**src/rtl/mem_access_stage.sv**
```systemverilog
// Memory-access pipeline stage: EX_MEM_* in, MEM_WB_* out, data memory over a req/ack handshake.
// Optional WAIT timeout with mem_fault abort is enabled by defining MEM_ACCESS_TIMEOUT_EN.
module mem_access_stage #(
    parameter int TIMEOUT_CYCLES = 255
) (
    input  logic        clk,
    input  logic        Rst,
    input  logic        dbg,
    input  logic [4:0]  EX_MEM_rd,
    input  logic [31:0] EX_MEM_alures,
    input  logic [31:0] EX_MEM_dout_rs2,
    input  logic        EX_MEM_memread,
    input  logic        EX_MEM_memwrite,
    input  logic        EX_MEM_regwrite,
    input  logic [4:0]  EX_MEM_loadcntrl,
    input  logic [2:0]  EX_MEM_storecntrl,
    output logic        dmem_req,
    output logic        dmem_we,
    output logic [31:0] dmem_addr,
    output logic [3:0]  dmem_be,
    output logic [31:0] dmem_wdata,
    input  logic        dmem_ack,
    input  logic [31:0] dmem_rdata,
    output logic        mem_stall,
    output logic        mem_fault,
    output logic [4:0]  MEM_WB_rd,
    output logic        MEM_WB_regwrite,
    output logic [31:0] WB_res
);

    typedef enum logic [0:0] {ST_IDLE = 1'b0, ST_WAIT = 1'b1} state_t;

    localparam logic [1:0] SZ_BYTE = 2'd0;
    localparam logic [1:0] SZ_HALF = 2'd1;
    localparam logic [1:0] SZ_WORD = 2'd2;

    // Unrecognised or empty type fields fall back to word accesses.
    function automatic logic [1:0] access_size(input logic is_load, input logic [4:0] lc,
                                               input logic [2:0] sc);
        logic [1:0] sz;
        if (is_load) begin
            if (lc[0])      sz = SZ_BYTE;
            else if (lc[1]) sz = SZ_HALF;
            else if (lc[2]) sz = SZ_WORD;
            else if (lc[3]) sz = SZ_BYTE;
            else if (lc[4]) sz = SZ_HALF;
            else            sz = SZ_WORD;
        end else begin
            if (sc[0])      sz = SZ_BYTE;
            else if (sc[1]) sz = SZ_HALF;
            else if (sc[2]) sz = SZ_WORD;
            else            sz = SZ_WORD;
        end
        return sz;
    endfunction

    function automatic logic [31:0] load_extract(input logic [31:0] word, input logic [1:0] a,
                                                 input logic [4:0] lc);
        logic [7:0]  b;
        logic [15:0] h;
        logic [31:0] r;
        b = word[{a, 3'b000} +: 8];
        h = word[{a[1], 4'b0000} +: 16];
        if (lc[0])      r = {{24{b[7]}}, b};
        else if (lc[1]) r = {{16{h[15]}}, h};
        else if (lc[2]) r = word;
        else if (lc[3]) r = {24'd0, b};
        else if (lc[4]) r = {16'd0, h};
        else            r = word;
        return r;
    endfunction

    function automatic logic [3:0] store_be(input logic [1:0] sz, input logic [1:0] a);
        logic [3:0] be;
        case (sz)
            SZ_BYTE: be = 4'b0001 << a;
            SZ_HALF: be = a[1] ? 4'b1100 : 4'b0011;
            default: be = 4'b1111;
        endcase
        return be;
    endfunction

    function automatic logic [31:0] store_wdata(input logic [1:0] sz, input logic [31:0] d);
        logic [31:0] w;
        case (sz)
            SZ_BYTE: w = {4{d[7:0]}};
            SZ_HALF: w = {2{d[15:0]}};
            default: w = d;
        endcase
        return w;
    endfunction

    state_t      state_r, state_nxt_s;
    logic        access_s, is_load_s, misaligned_s, timeout_s;
    logic [1:0]  size_s, addr_lo_s;
    logic        req_nxt_s, we_nxt_s, fault_nxt_s, wb_rw_nxt_s;
    logic [31:0] addr_nxt_s, wdata_nxt_s, wb_res_nxt_s;
    logic [3:0]  be_nxt_s;
    logic [4:0]  wb_rd_nxt_s;

    // Access classification and alignment check from the incoming EX_MEM fields.
    always_comb begin
        access_s  = EX_MEM_memread | EX_MEM_memwrite;
        is_load_s = EX_MEM_memread;
        addr_lo_s = EX_MEM_alures[1:0];
        size_s    = access_size(is_load_s, EX_MEM_loadcntrl, EX_MEM_storecntrl);
        case (size_s)
            SZ_HALF: misaligned_s = addr_lo_s[0];
            SZ_WORD: misaligned_s = (addr_lo_s != 2'b00);
            default: misaligned_s = 1'b0;
        endcase
    end

`ifdef MEM_ACCESS_TIMEOUT_EN
    localparam int CNT_W = $clog2(TIMEOUT_CYCLES + 1);
    logic [CNT_W-1:0] wait_cnt_r;

    assign timeout_s = (state_r == ST_WAIT) && !dmem_ack &&
                       (wait_cnt_r == CNT_W'(TIMEOUT_CYCLES - 1));

    // WAIT-cycle counter: zero outside WAIT, so it is clear on every entry.
    always_ff @(posedge clk or negedge Rst) begin
        if (!Rst) begin
            wait_cnt_r <= '0;
        end else if ((state_r == ST_WAIT) && !dmem_ack) begin
            wait_cnt_r <= wait_cnt_r + CNT_W'(1);
        end else begin
            wait_cnt_r <= '0;
        end
    end
`else
    logic unused_timeout_s;
    assign timeout_s        = 1'b0;
    assign unused_timeout_s = (TIMEOUT_CYCLES != 0);
`endif

    // Stall is raised in the issue cycle itself and forced low while in reset.
    assign mem_stall = Rst && ((state_r == ST_WAIT) ||
                       (!dbg && access_s && !misaligned_s));

    // Next-state and next register values for the handshake FSM.
    always_comb begin
        state_nxt_s  = state_r;
        req_nxt_s    = dmem_req;
        we_nxt_s     = dmem_we;
        addr_nxt_s   = dmem_addr;
        be_nxt_s     = dmem_be;
        wdata_nxt_s  = dmem_wdata;
        fault_nxt_s  = 1'b0;
        wb_rd_nxt_s  = MEM_WB_rd;
        wb_rw_nxt_s  = MEM_WB_regwrite;
        wb_res_nxt_s = WB_res;
        case (state_r)
            ST_IDLE: begin
                if (dbg) begin
                    state_nxt_s = ST_IDLE;
                end else if (!access_s) begin
                    wb_rd_nxt_s  = EX_MEM_rd;
                    wb_rw_nxt_s  = EX_MEM_regwrite;
                    wb_res_nxt_s = EX_MEM_alures;
                end else if (misaligned_s) begin
                    fault_nxt_s  = 1'b1;
                    wb_rd_nxt_s  = EX_MEM_rd;
                    wb_rw_nxt_s  = 1'b0;
                    wb_res_nxt_s = 32'd0;
                end else begin
                    req_nxt_s   = 1'b1;
                    we_nxt_s    = !is_load_s;
                    addr_nxt_s  = {EX_MEM_alures[31:2], 2'b00};
                    be_nxt_s    = is_load_s ? 4'b1111 : store_be(size_s, addr_lo_s);
                    wdata_nxt_s = is_load_s ? 32'd0 : store_wdata(size_s, EX_MEM_dout_rs2);
                    wb_rw_nxt_s = 1'b0;
                    state_nxt_s = ST_WAIT;
                end
            end
            ST_WAIT: begin
                if (dmem_ack) begin
                    req_nxt_s   = 1'b0;
                    we_nxt_s    = 1'b0;
                    addr_nxt_s  = 32'd0;
                    be_nxt_s    = 4'd0;
                    wdata_nxt_s = 32'd0;
                    wb_rd_nxt_s = EX_MEM_rd;
                    if (is_load_s) begin
                        wb_rw_nxt_s  = EX_MEM_regwrite;
                        wb_res_nxt_s = load_extract(dmem_rdata, addr_lo_s, EX_MEM_loadcntrl);
                    end else begin
                        wb_rw_nxt_s  = 1'b0;
                    end
                    state_nxt_s = ST_IDLE;
                end else if (timeout_s) begin
                    req_nxt_s    = 1'b0;
                    we_nxt_s     = 1'b0;
                    addr_nxt_s   = 32'd0;
                    be_nxt_s     = 4'd0;
                    wdata_nxt_s  = 32'd0;
                    fault_nxt_s  = 1'b1;
                    wb_rw_nxt_s  = 1'b0;
                    wb_res_nxt_s = 32'd0;
                    state_nxt_s  = ST_IDLE;
                end else begin
                    state_nxt_s = ST_WAIT;
                end
            end
            default: begin
                req_nxt_s   = 1'b0;
                state_nxt_s = ST_IDLE;
            end
        endcase
    end

    // State, memory request and write-back registers.
    always_ff @(posedge clk or negedge Rst) begin
        if (!Rst) begin
            state_r         <= ST_IDLE;
            dmem_req        <= 1'b0;
            dmem_we         <= 1'b0;
            dmem_addr       <= 32'd0;
            dmem_be         <= 4'd0;
            dmem_wdata      <= 32'd0;
            mem_fault       <= 1'b0;
            MEM_WB_rd       <= 5'd0;
            MEM_WB_regwrite <= 1'b0;
            WB_res          <= 32'd0;
        end else begin
            state_r         <= state_nxt_s;
            dmem_req        <= req_nxt_s;
            dmem_we         <= we_nxt_s;
            dmem_addr       <= addr_nxt_s;
            dmem_be         <= be_nxt_s;
            dmem_wdata      <= wdata_nxt_s;
            mem_fault       <= fault_nxt_s;
            MEM_WB_rd       <= wb_rd_nxt_s;
            MEM_WB_regwrite <= wb_rw_nxt_s;
            WB_res          <= wb_res_nxt_s;
        end
    end

endmodule
```
**config.mk**
```make
export PLATFORM = sky130hd
export DESIGN_NAME = mem_access_stage
export DESIGN_NICKNAME = d
export VERILOG_FILES = /design/src/rtl/mem_access_stage.sv
export SDC_FILE = /design/constraint.sdc
export NUM_CORES = 1
export LEC_CHECK = 0
export ABC_AREA = 0
export CORE_UTILIZATION = 43
export DETAILED_ROUTE_END_ITERATION = 16
export PLACE_DENSITY_LB_ADDON = 0.2
export RECOVER_POWER = 25
export SETUP_SLACK_MARGIN = 0.5
export SYNTH_ARGS = -nofsm -noshare
export SYNTH_HDL_FRONTEND = slang
export SYNTH_SLANG_ARGS = --single-unit
```
**constraint.sdc**
```tcl
create_clock -name clk -period 3.55 [get_ports clk]
set_input_delay 0.71 -clock clk [delete_from_list [all_inputs] [get_ports clk]]
set_output_delay 0.71 -clock clk [all_outputs]
set_load 0.01 [all_outputs]
```
==> flow_summary.json <==
{
  "netlist_area_um2": 5390,
  "p_leak_uw": 0.00372,
  "p_total_uw": 4770,
  "fillCellCount": 938,
  "crit_fanout": 3,
  "grt_overflow": 0,
  "sw_frac_of_total": 0.307,
  "finalCritPeriodShare": 0.892,
  "setup.worst_path.class": "primary input to output pin",
  "synth_area_per_cell_um2": 10.2,
  "worst_path_max_delay_cell": "or3_1",
  "cts.path.max_buffers": 2,
  "ys_warn_count": 0,
  "via_count": 5393,
  "grt_max_degree": 76,
  "antenna_found_initial": 1,
  "worst_pin_slew_ns": 1.78,
  "violations": "capacitance limit, slew limit",
  "pwr-share-clk": 0.247,
  "drc": 0,
  "syn_to_final_growth_pct": 58.5,
  "initial_core_util": 0.445,
  "outcome": "finished, violations left",
  "arrival_ns": 2.46,
  "numCtsBuffers": 9,
  "p_int_uw": 3310,
  "fin_crit_ns": 3.17,
  "ctsRootBufferMaster": "clkbuf_16",
  "cp-start-kind": "primary input",
  "p_seq_frac": 0.364,
  "route.detailed.wl_per_inst_um": 20.5,
  "grt_pass1_wl_mm": 27.6,
  "min-delay-start": "dmem_wdata[31]$_DFFE_PN0P_",
  "drtPass1Iterations": 5,
  "critPathRequiredTime_ns": 2.84,
  "p_switching_uw": 1460,
  "comb_power_share": 0.389,
  "cts_sinks": 108,
  "maxCapViolations": 1,
  "cts_tree": "yes",
  "drtIter0Drc": 463,
  "drive_above_1_share": 0.120,
  "synth.distinct_cells": 43,
  "drv_slew": 35,
  "ys_seq_elements": 108,
  "grt_setup_unrepaired": "yes",
  "syn-instance-count": 527,
  "finalSetupViolCount": 0,
  "dp_hpwl_mm": 13.1,
  "ys_seq_area_frac": 0.502,
  "nNetsFinal": 889,
  "worst_ir_drop_vdd_mv": 0.286,
  "ant_nets": 0,
  "core_area_um2": 12100,
  "hold_viol_final": 0,
  "hold_path_class": "flop to flop",
  "wl_mm": 19.3,
  "die_area_um2": 13000,
  "multi_input_area_um2": 2480,
  "seqCellArea_um2": 2700,
  "r2r_start": "state_r$_DFF_PN0_",
  "grtUsageTotal": 0.278,
  "die_y_um": 114,
  "htree_levels": 3,
  "cpPeakStageDelay_ns": 0.32,
  "finalClockSkew_ns": 0.00526,
  "post-place-ws_ns": -0.382,
  "row_count": 40,
  "path_clk_slew_ns": 0.07,
  "place_congestion": 0.826,
  "io_pins": 226,
  "dieWidth_um": 114,
  "worst_slack_ns": 0.384,
  "clock_latency_ns": 0.35,
  "fmax_mhz": 316,
  "worstSetupEndpointType": "output pin",
  "crit_chain": "buf_6 -> o21ba_4 -> or3_1 -> o31a_1 -> ha_4 -> o211ai_2 -> o211ai_1 -> nor2_1 -> o21a_1 -> buf_2",
  "io_buffer_count": 222,
  "vias_per_cell": 5.71,
  "p_per_area_nw_per_um2": 558,
  "grt_pass1_vias": 5133,
  "slew_headroom": -0.184,
  "cp-startpoint": "EX_MEM_loadcntrl[4]"
}
==> critical path, delay by kind of cell <==
kind            cells  cell delay, ns
fa+ha+maj           1            0.30
buf+inv             2            0.24
simple gates        2            0.43
compound gates      5            0.78
==> area by class of cell <==
type	instances	share of cell area
inverter	6	0.00264
antenna	1	0.000293
sequential	108	0.316
clock inverter	4	0.0111
timing repair buffer	272	0.325
clock buffer	12	0.0300
multi-input combinational	373	0.290
tap	168	0.0246
==> Yosys cell counts (all sizes together) <==
cell    instances  area share
a21boi          1      0.0021
a21o           18       0.025
a21oi          46       0.044
a221oi         23       0.037
a22o           52       0.086
and2            3      0.0035
buf            29       0.035
clkbuf         12      0.0084
conb            1     0.00070
dfrtp         108        0.50
ha              3      0.0070
inv             6      0.0042
mux2            6       0.013
mux2i          22       0.041
mux4            1      0.0042
nand2          71       0.049
nand2b          3      0.0049
nand3           2      0.0019
nor2           42       0.030
nor2b           5      0.0058
nor3            3      0.0037
nor3b           2      0.0028
nor4            2      0.0035
o2111a          1      0.0021
o211ai          3      0.0051
o21a            3      0.0042
o21ai          23       0.021
o21ba           1      0.0019
o311ai          8       0.013
o31a            1      0.0016
o31ai          23       0.032
o32a            1      0.0019
or2             1      0.0012
or3             1      0.0012
==> through the flow <==
stage	utilization	TNS (ns)	hold WS [ns]	cells	cell area, um2
2_1_floorplan	-	0	0.414	528	5430
3_3_place_gp	0.652	-0.324	0.458	909	7900
3_5_place_dp	0.652	-0.382	0.465	909	7900
4_1_cts	0.683	0	0.417	930	8280
5_1_grt	0.705	0	0.494	943	8540
6_report	0.705	0	0.470	944	8540
==> placed cells by master, fill, tap and decap left out, types with 4 or more instances in the layout <==
| cell | synthesis | final |
|---|---|---|
| a21o_1 | 18 | 18 |
| a21oi_1 | 44 | 45 |
| a221oi_1 | 23 | 23 |
| a22o_1 | 51 | 51 |
| buf_12 | 0 | 5 |
| buf_2 | 19 | 4 |
| buf_4 | 5 | 31 |
| buf_6 | 5 | 5 |
| clkbuf_16 | 0 | 15 |
| clkdlybuf4s50_1 | 0 | 190 |
| dfrtp_1 | 108 | 108 |
| dlygate4sd3_1 | 0 | 22 |
| inv_1 | 6 | 6 |
| mux2_2 | 6 | 6 |
| mux2i_1 | 22 | 22 |
| nand2_1 | 71 | 71 |
| nor2_1 | 41 | 41 |
| nor2b_1 | 5 | 5 |
| o21ai_0 | 23 | 20 |
| o311ai_0 | 8 | 8 |
| o31ai_1 | 23 | 23 |
==> logic make-up (layout without fill, tap and decap cells) <==
group           after synthesis  count (layout)  synth area share
buf+inv                      47             294            0.0476
mux                          29              29            0.0576
simple gates                135             135             0.108
compound gates              204             204             0.278
flops                       108             108             0.502
fa+ha+maj                     3               3           0.00697
other cells                   1               3          0.000696
==> power groups by stage <==
stage	Sequential [uW]	Combinational (uW)	Clock, uW
after floorplan	1880	586	0
after global placement	1740	1710	0
after detailed placement	1750	1740	0
after CTS	1740	1750	1190
after global routing	1770	1970	1240
final	1740	1860	1180
==> path summary, 6_finish.rpt <==
path | endpoint | slack [ns] | cells past startpoint
setup / recovery | mem_stall | 0.38 | 10
hold reg to reg | dmem_wdata[31]$_DFFE_PN0P_ | 0.47 | 2
max in group asynchronous | WB_res[24]$_DFFE_PN0P_ | 0.72 | 3
min in group asynchronous | MEM_WB_rd[2]$_DFFE_PN0P_ | 1.03 | 2
setup reg to reg | WB_res[10]$_DFFE_PN0P_ | 1.07 | 6
hold / removal | dmem_wdata[31]$_DFFE_PN0P_ | 0.47 | 2
==> repair_timing <==
action	in CTS	in global routing
pin swaps	7	5
gates cloned	0	10
endpoints found under the setup margin	9	49
hold buffers	0	0
resized for setup	29	17
hold endpoints to repair	0	0
setup buffers	5	3
==> sequential cells by signal, summed over array words and instances (netlist names) <==
signal / count
dmem_addr: 30
dmem_be: 4
WB_res: 32
state_r: 1
dmem_req: 1
dmem_we: 1
MEM_WB_regwrite: 1
mem_fault: 1
MEM_WB_rd: 5
dmem_wdata: 32
==> per-layer routing <==
metal | part of all wire | vias to the layer above | global-route usage
met5 | 0 | - | 0
met4 | 0.029 | 0 | 0.121
met3 | 0.085 | 45 | 0.0696
met2 | 0.48 | 279 | 0.443
met1 | 0.41 | 2629 | 0.359
li1 | - | 2440 | -
(Power assumes the default switching activity.)
